--- src/rtl/fft_pingpong_ram.sv ---
// Double-buffered sample memory for the FFT datapath: one bank streams in the
// next frame while the other serves the butterfly engine on two write/read ports.
module fft_pingpong_ram #(
  parameter int DATA_W      = 32,
  parameter int ADDR_W      = 4,
  parameter int BITREV_LOAD = 1
) (
  input  logic              clk,
  input  logic              rst,
  input  logic              load_valid,
  output logic              load_ready,
  input  logic [DATA_W-1:0] load_data,
  output logic              comp_start,
  output logic              comp_busy,
  input  logic              comp_done,
  output logic              comp_bank,
  input  logic [ADDR_W-1:0] write_addr_1,
  input  logic [ADDR_W-1:0] write_addr_2,
  input  logic [DATA_W-1:0] write_data_1,
  input  logic [DATA_W-1:0] write_data_2,
  input  logic              write_en_1,
  input  logic              write_en_2,
  input  logic [ADDR_W-1:0] read_addr_1,
  input  logic [ADDR_W-1:0] read_addr_2,
  output logic [DATA_W-1:0] read_data_1,
  output logic [DATA_W-1:0] read_data_2
);

  localparam int DEPTH = 1 << ADDR_W;

  logic [DATA_W-1:0] r_mem [0:2*DEPTH-1];
  logic [ADDR_W-1:0] r_load_cnt;
  logic              r_load_full;
  logic              r_comp_bank;
  logic              r_comp_busy;
  logic              r_comp_start;
  logic [DATA_W-1:0] r_read_data_1;
  logic [DATA_W-1:0] r_read_data_2;

  logic              w_xfer;
  logic              w_last;
  logic              w_full_next;
  logic              w_swap;
  logic [ADDR_W-1:0] w_load_addr;

  function automatic logic [ADDR_W-1:0] bitrev(input logic [ADDR_W-1:0] a);
    logic [ADDR_W-1:0] r;
    for (int k = 0; k < ADDR_W; k++) begin
      r[k] = a[ADDR_W-1-k];
    end
    return r;
  endfunction

  assign load_ready  = !r_load_full && !rst;
  assign w_xfer      = load_valid && load_ready;
  assign w_last      = w_xfer && (r_load_cnt == {ADDR_W{1'b1}});
  // Swap may happen on the very edge that completes the frame, so use the next-state full flag.
  assign w_full_next = r_load_full || w_last;
  assign w_swap      = w_full_next && (!r_comp_busy || comp_done);
  assign w_load_addr = (BITREV_LOAD != 0) ? bitrev(r_load_cnt) : r_load_cnt;

  // Load counter, bank ownership and compute handshake.
  always_ff @(posedge clk) begin
    if (rst) begin
      r_load_cnt   <= '0;
      r_load_full  <= 1'b0;
      r_comp_bank  <= 1'b0;
      r_comp_busy  <= 1'b0;
      r_comp_start <= 1'b0;
    end else begin
      if (w_xfer) begin
        r_load_cnt <= w_last ? '0 : r_load_cnt + ADDR_W'(1);
      end
      r_comp_start <= w_swap;
      if (w_swap) begin
        r_comp_bank <= ~r_comp_bank;
        r_load_full <= 1'b0;
        r_comp_busy <= 1'b1;
      end else begin
        r_load_full <= w_full_next;
        if (comp_done) begin
          r_comp_busy <= 1'b0;
        end
      end
    end
  end

  // Storage writes; port 2 is written last so it wins an address collision.
  always_ff @(posedge clk) begin
    if (w_xfer) begin
      r_mem[{~r_comp_bank, w_load_addr}] <= load_data;
    end
    if (r_comp_busy && write_en_1) begin
      r_mem[{r_comp_bank, write_addr_1}] <= write_data_1;
    end
    if (r_comp_busy && write_en_2) begin
      r_mem[{r_comp_bank, write_addr_2}] <= write_data_2;
    end
  end

  // Registered reads from the compute bank (old data on same-cycle write).
  always_ff @(posedge clk) begin
    if (rst) begin
      r_read_data_1 <= '0;
      r_read_data_2 <= '0;
    end else begin
      r_read_data_1 <= r_mem[{r_comp_bank, read_addr_1}];
      r_read_data_2 <= r_mem[{r_comp_bank, read_addr_2}];
    end
  end

  assign comp_start  = r_comp_start;
  assign comp_busy   = r_comp_busy;
  assign comp_bank   = r_comp_bank;
  assign read_data_1 = r_read_data_1;
  assign read_data_2 = r_read_data_2;

endmodule

--- config.mk ---
export PLATFORM = sky130hd
export DESIGN_NAME = fft_pingpong_ram
export DESIGN_NICKNAME = d
export VERILOG_FILES = /design/src/rtl/fft_pingpong_ram.sv
export SDC_FILE = /design/constraint.sdc
export NUM_CORES = 2
export LEC_CHECK = 0
export ABC_CLOCK_PERIOD_IN_PS = 11000
export CORE_MARGIN = 5
export CORE_UTILIZATION = 23
export CTS_BUF_LIST = sky130_fd_sc_hd__clkbuf_8
export CTS_CLUSTER_DIAMETER = 40
export DETAILED_ROUTE_END_ITERATION = 7
export DONT_BUFFER_PORTS = 1
export HOLD_SLACK_MARGIN = 0.15
export REMOVE_ABC_BUFFERS = 1
export SLEW_MARGIN = 20
export SYNTH_ARGS = -nofsm -noshare
export SYNTH_HDL_FRONTEND = slang
export SYNTH_SLANG_ARGS = --single-unit
--- constraint.sdc ---
create_clock -name clk -period 11 [get_ports clk]
set_input_delay 1.65 -clock clk [delete_from_list [all_inputs] [get_ports clk]]
set_output_delay 1.65 -clock clk [all_outputs]
set_load 0.05 [all_outputs]
## Yosys cells after proc, flatten, opt, wreduce, memory -nomap -nowiden

Memories as Yosys holds them, arrays and structs flattened. A register that Yosys moved wholly into a read port is not among the register bits.
Index checks and enable logic that the tools add are counted.

| cells by class | value |
|---|---|
| add/sub/neg operators | 1 |
| equal/unequal tests | 1 |
| mux-type cells | 9 |
| bitwise operators | 1 |
| reduce and logical (&&, ||, !) cells | 13 |

Operators by type and width:

| cell | number |
|---|---|
| 1-bit 2-to-1 mux | 8 |
| 1-bit logical AND | 6 |
| 4-bit by 1-bit adder with 4-bit output, second input constant | 1 |
| 4-bit equality test, second input constant | 1 |
| 4-bit 2-to-1 mux | 1 |
| 1-bit zero test | 3 |
| 1-bit logical OR | 2 |
| 2-bit nonzero test | 1 |
| 2-bit OR reduction | 1 |
| 1-bit inverter | 1 |

| word-level totals | value |
|---|---|
| register bits | 8 |
| bits in writable memories | 1,024 |
| input port bits | 118 |
| output and inout bits | 68 |
| logic and storage cells | 31 |
| memories | 1 |

Memory list:

| memory | depth | width | rd ports | clocked after memory_dff | write ports | line | RTL |
|---|---|---|---|---|---|---|---|
| r_mem | 32 | 32 | 2 | 2 | 3 | 31 | `logic [DATA_W-1:0] r_mem [0:2*DEPTH-1];` |

## Longest topological paths before layout

| logic depth | value |
|---|---|
| word-level depth | 7 |
| gate-level depth with buffers | 8 |
| gate-level depth less buffers | 5 |

## Worst setup path before layout

No wires, ideal clock.

| path | value |
|---|---|
| kind | input port to flip-flop |
| from | in rst |
| to | mem r_mem[28][0], enable pin |
| library setup time | 470 ps |
| arrival time | 5,693 ps |
| data required time | 10,530 ps |
| path slack | 4,837 ps |
| stages | 5 |
| path through | nor2_1 > and2_1 > or3b_2 > clkbuf_1 > o31ai_1 |

RTL lines:

| element | line | RTL |
|---|---|---|
| from (decl) | 9 | `input logic rst,` |
| to (decl) | 31 |  |

==> results.yml <==
synth:
  synth.area.top_cells: "edfxtp_1 (43%), mux2i_1 (18%), mux4_2 (14%), a21oi_1 (3.6%), nand2_1 (3.0%)"
  syn_inst: 6219
  synthArstFlopShare_pct: 0
  synth_edf_count: 1024
  ys_seq_elements: 1096
  syn_area_um2: 72000
  ys_seq_area_share_pct: 44.7
  yosys.cell_types.count: 55
  synth_area_leader_cell: "edfxtp_1"
  synth_top_area_share_pct: 42.7
  ys.warnings.count: 0
  synth_ff_type: "edfxtp_1"
  syn_area_per_cell_um2: 11.6
min_path:
  min-delay-start: "comp_bank$_SDFFE_PP0P_"
  hold_depth: 2
  min_path_type: "flop to flop"
  min_to: "comp_bank$_SDFFE_PP0P_"
clock_tree:
  cts_resized: 0
  clock_latency_ns: 1.03
  cts_buffer_depth: 3
  numCtsBuffers: 222
  cts_tree: "done"
  post_cts_buffers: 0
  cts.sinks: 1096
  cts-htree-levels: 4
  hold_buffers: 0
  cts_root_buf: "clkbuf_8"
  clk_pin_slew_ns: 0.06
placed_design:
  placed_area_um2: 74700
  place_congestion: 0.883
  dp_hpwl_mm: 179
  port_buffers: 0
detailed_routing:
  drc_errors: 8
  firstDrtPassIters: 8
  wl_per_cell_um: 30.8
  drt-met1-wl_mm: 111
  vias: 56306
  ant_nets: 0
  finalWirelength_mm: 310
  wl_met2_mm: 132
  top_layer_used: "met5"
  wl_met3_mm: 49.3
  drt_iter0_markers: 9160
  vias_per_cell: 5.60
critical_path:
  reg2reg_to: "r_mem[24][17]$_DFFE_PP_"
  critical_path_class: "primary input to flop"
  reg2reg_slack_ns: 6.58
  cpPeakStageDelay_ns: 1.12
  cp_slowest_cell: "o221ai_4"
  critical_path_required_ns: 11.63
  crit_fanout: 74
  r2r-start: "comp_bank$_SDFFE_PP0P_"
  cp_num_buf_inv: 1
  cpLargestDelayFamily: "simple AND/OR/NAND/NOR gates"
  worstPathCellList: "nor2_1 -> and2_1 -> nand3_1 -> o221ai_4 -> buf_4"
  crit_path_start_kind: "primary input"
  r2r_cells: 6
  cp-end-kind: "flop"
  critical_path_arrival_ns: 5.28
cells_and_area:
  layout_common_cells: "mux2i_1 (1280), edfxtp_1 (1024), nand2_1 (550)"
  fin_area_um2: 79700
  regArea_um2: 32200
  fin_nets: 5840
  layout_commonest_cell: "mux2i_1"
  multi_input_area_um2: 36600
  area_growth_pct: 10.7
  nFillCells: 32321
  layout-drive-gt1-share_pct: 17.0
  post-route-util_pct: 25.5
timing:
  finalSetupTns_ns: 0
  tightest_slew_ns: 1.31
  clock_skew_ns: 0.0961
  fin_crit_ns: 4.65
  fin_crit_sh_pct: 42.3
  final_hold_viol_count: 0
  setup_violations: 0
  slew-limit-headroom_pct: 12.9
  drv_slew: 0
  rsz0062_at_grt: "false"
  max_freq_mhz: 215
floorplan:
  row_count: 205
  die_h_um: 569
  die_x_um: 569
  fp.coreArea_um2: 312000
  die_area_um2: 324000
  io_pins: 186
  initial_core_util_pct: 23.1
run_status:
  violations: "design-rule violations"
  status: "complete, but fails checks"
global_route:
  grt_pass1_wl_mm: 427
  overflow: 0
  track_usage_pct: 18.2
  antenna_found_initial: 9
  grt_max_degree: 257
  grt_pass1_vias: 54648
power_and_ir_drop:
  leakage_nw: 27.7
  powerDensity_nw_per_um2: 127
  finalPower_mw: 10.1
  ir_drop_mv: 0.128
flow_run:
  maxCapViolations: 0
worst max path at each step:
stage	startpoint	endpoint	cells after the start
6_report	rst	r_mem[27][23]$_DFFE_PP_	5
5_1_grt	rst	r_mem[27][17]$_DFFE_PP_	5
4_1_cts	rst	r_mem[27][17]$_DFFE_PP_	5
3_5_place_dp	rst	r_mem[27][15]$_DFFE_PP_	5
3_3_place_gp	rst	r_mem[25][16]$_DFFE_PP_	5
2_1_floorplan	rst	r_mem[28][0]$_DFFE_PP_	4
cell usage after synthesis (8+ instances only):
cell type and number:
a21oi_1 522, a221o_1 64, a221oi_1 48, a22oi_1 64, a31oi_1 65, buf_1 30, buf_2 158, buf_4 145
buf_6 20, clkbuf_1 458, dfxtp_1 72, edfxtp_1 1024, mux2i_1 1280, mux4_2 448, nand2_1 566, nand2_2 16
nor2_1 524, nor2_2 17, nor2_4 15, nor2b_1 8, o2111ai_1 16, o21ai_0 344, o21ai_1 218, o221ai_1 28
tightest hold or removal path, stage by stage, from the launching register on:
cell	delay (ns)
dfxtp_4	0.38
o21ai_0	0.08
a21oi_1	0.06
area by class of cell:
| cell class | count | share of cell area, % |
|---|---|---|
| Clock inverter | 178 | 1.96 |
| Multi-Input combinational cell | 4302 | 46.0 |
| Sequential cell | 1096 | 40.4 |
| Timing Repair Buffer | 96 | 0.971 |
| Inverter | 3 | 0.0204 |
| Antenna cell | 6 | 0.0188 |
| Clock buffer | 239 | 4.13 |
| Tap cell | 4140 | 6.50 |
flip-flops by register name, indices dropped and copies added, names as in the netlist:
register,count
r_load_cnt,4
comp_busy,1
comp_start,1
r_mem,1024
r_load_full,1
read_data_2,32
read_data_1,32
comp_bank,1
kinds of logic (layout without fill, tap and decap cells):
logic type	Yosys count	count (layout)	share of synthesized area [%]
compound gates	1373	1373	10.8
xor+xnor	1	1	0.0122
fa+ha+maj	1	1	0.0174
buf+inv	821	516	5.62
flops	1096	1096	44.7
mux	1728	1728	31.8
other cells	0	6	0
simple gates	1199	1199	7.00
power breakdown:
part	switching, mW	internal, mW
logic	0.331	0.362
registers	0.101	4.59
clock network	2.13	2.58
total	2.57	7.53
stage by stage:
step | setup slack, ns | instances | hold WS, ns
after global routing | 6.40 | 10059 | 0.581
after global placement | 5.40 | 9634 | 0.522
after floorplan | 4.91 | 5401 | 0.489
after CTS | 6.51 | 10052 | 0.539
after detailed placement | 5.45 | 9635 | 0.531
final | 6.35 | 10060 | 0.546
layer usage:
| metal | track usage (%) | up-vias |
|---|---|---|
| li1 | - | 22734 |
| met1 | 22.7 | 27890 |
| met2 | 26.9 | 4798 |
| met3 | 7.78 | 882 |
| met4 | 9.34 | 2 |
| met5 | 0 | - |
Note: power is estimated with default switching activity, not from simulation.
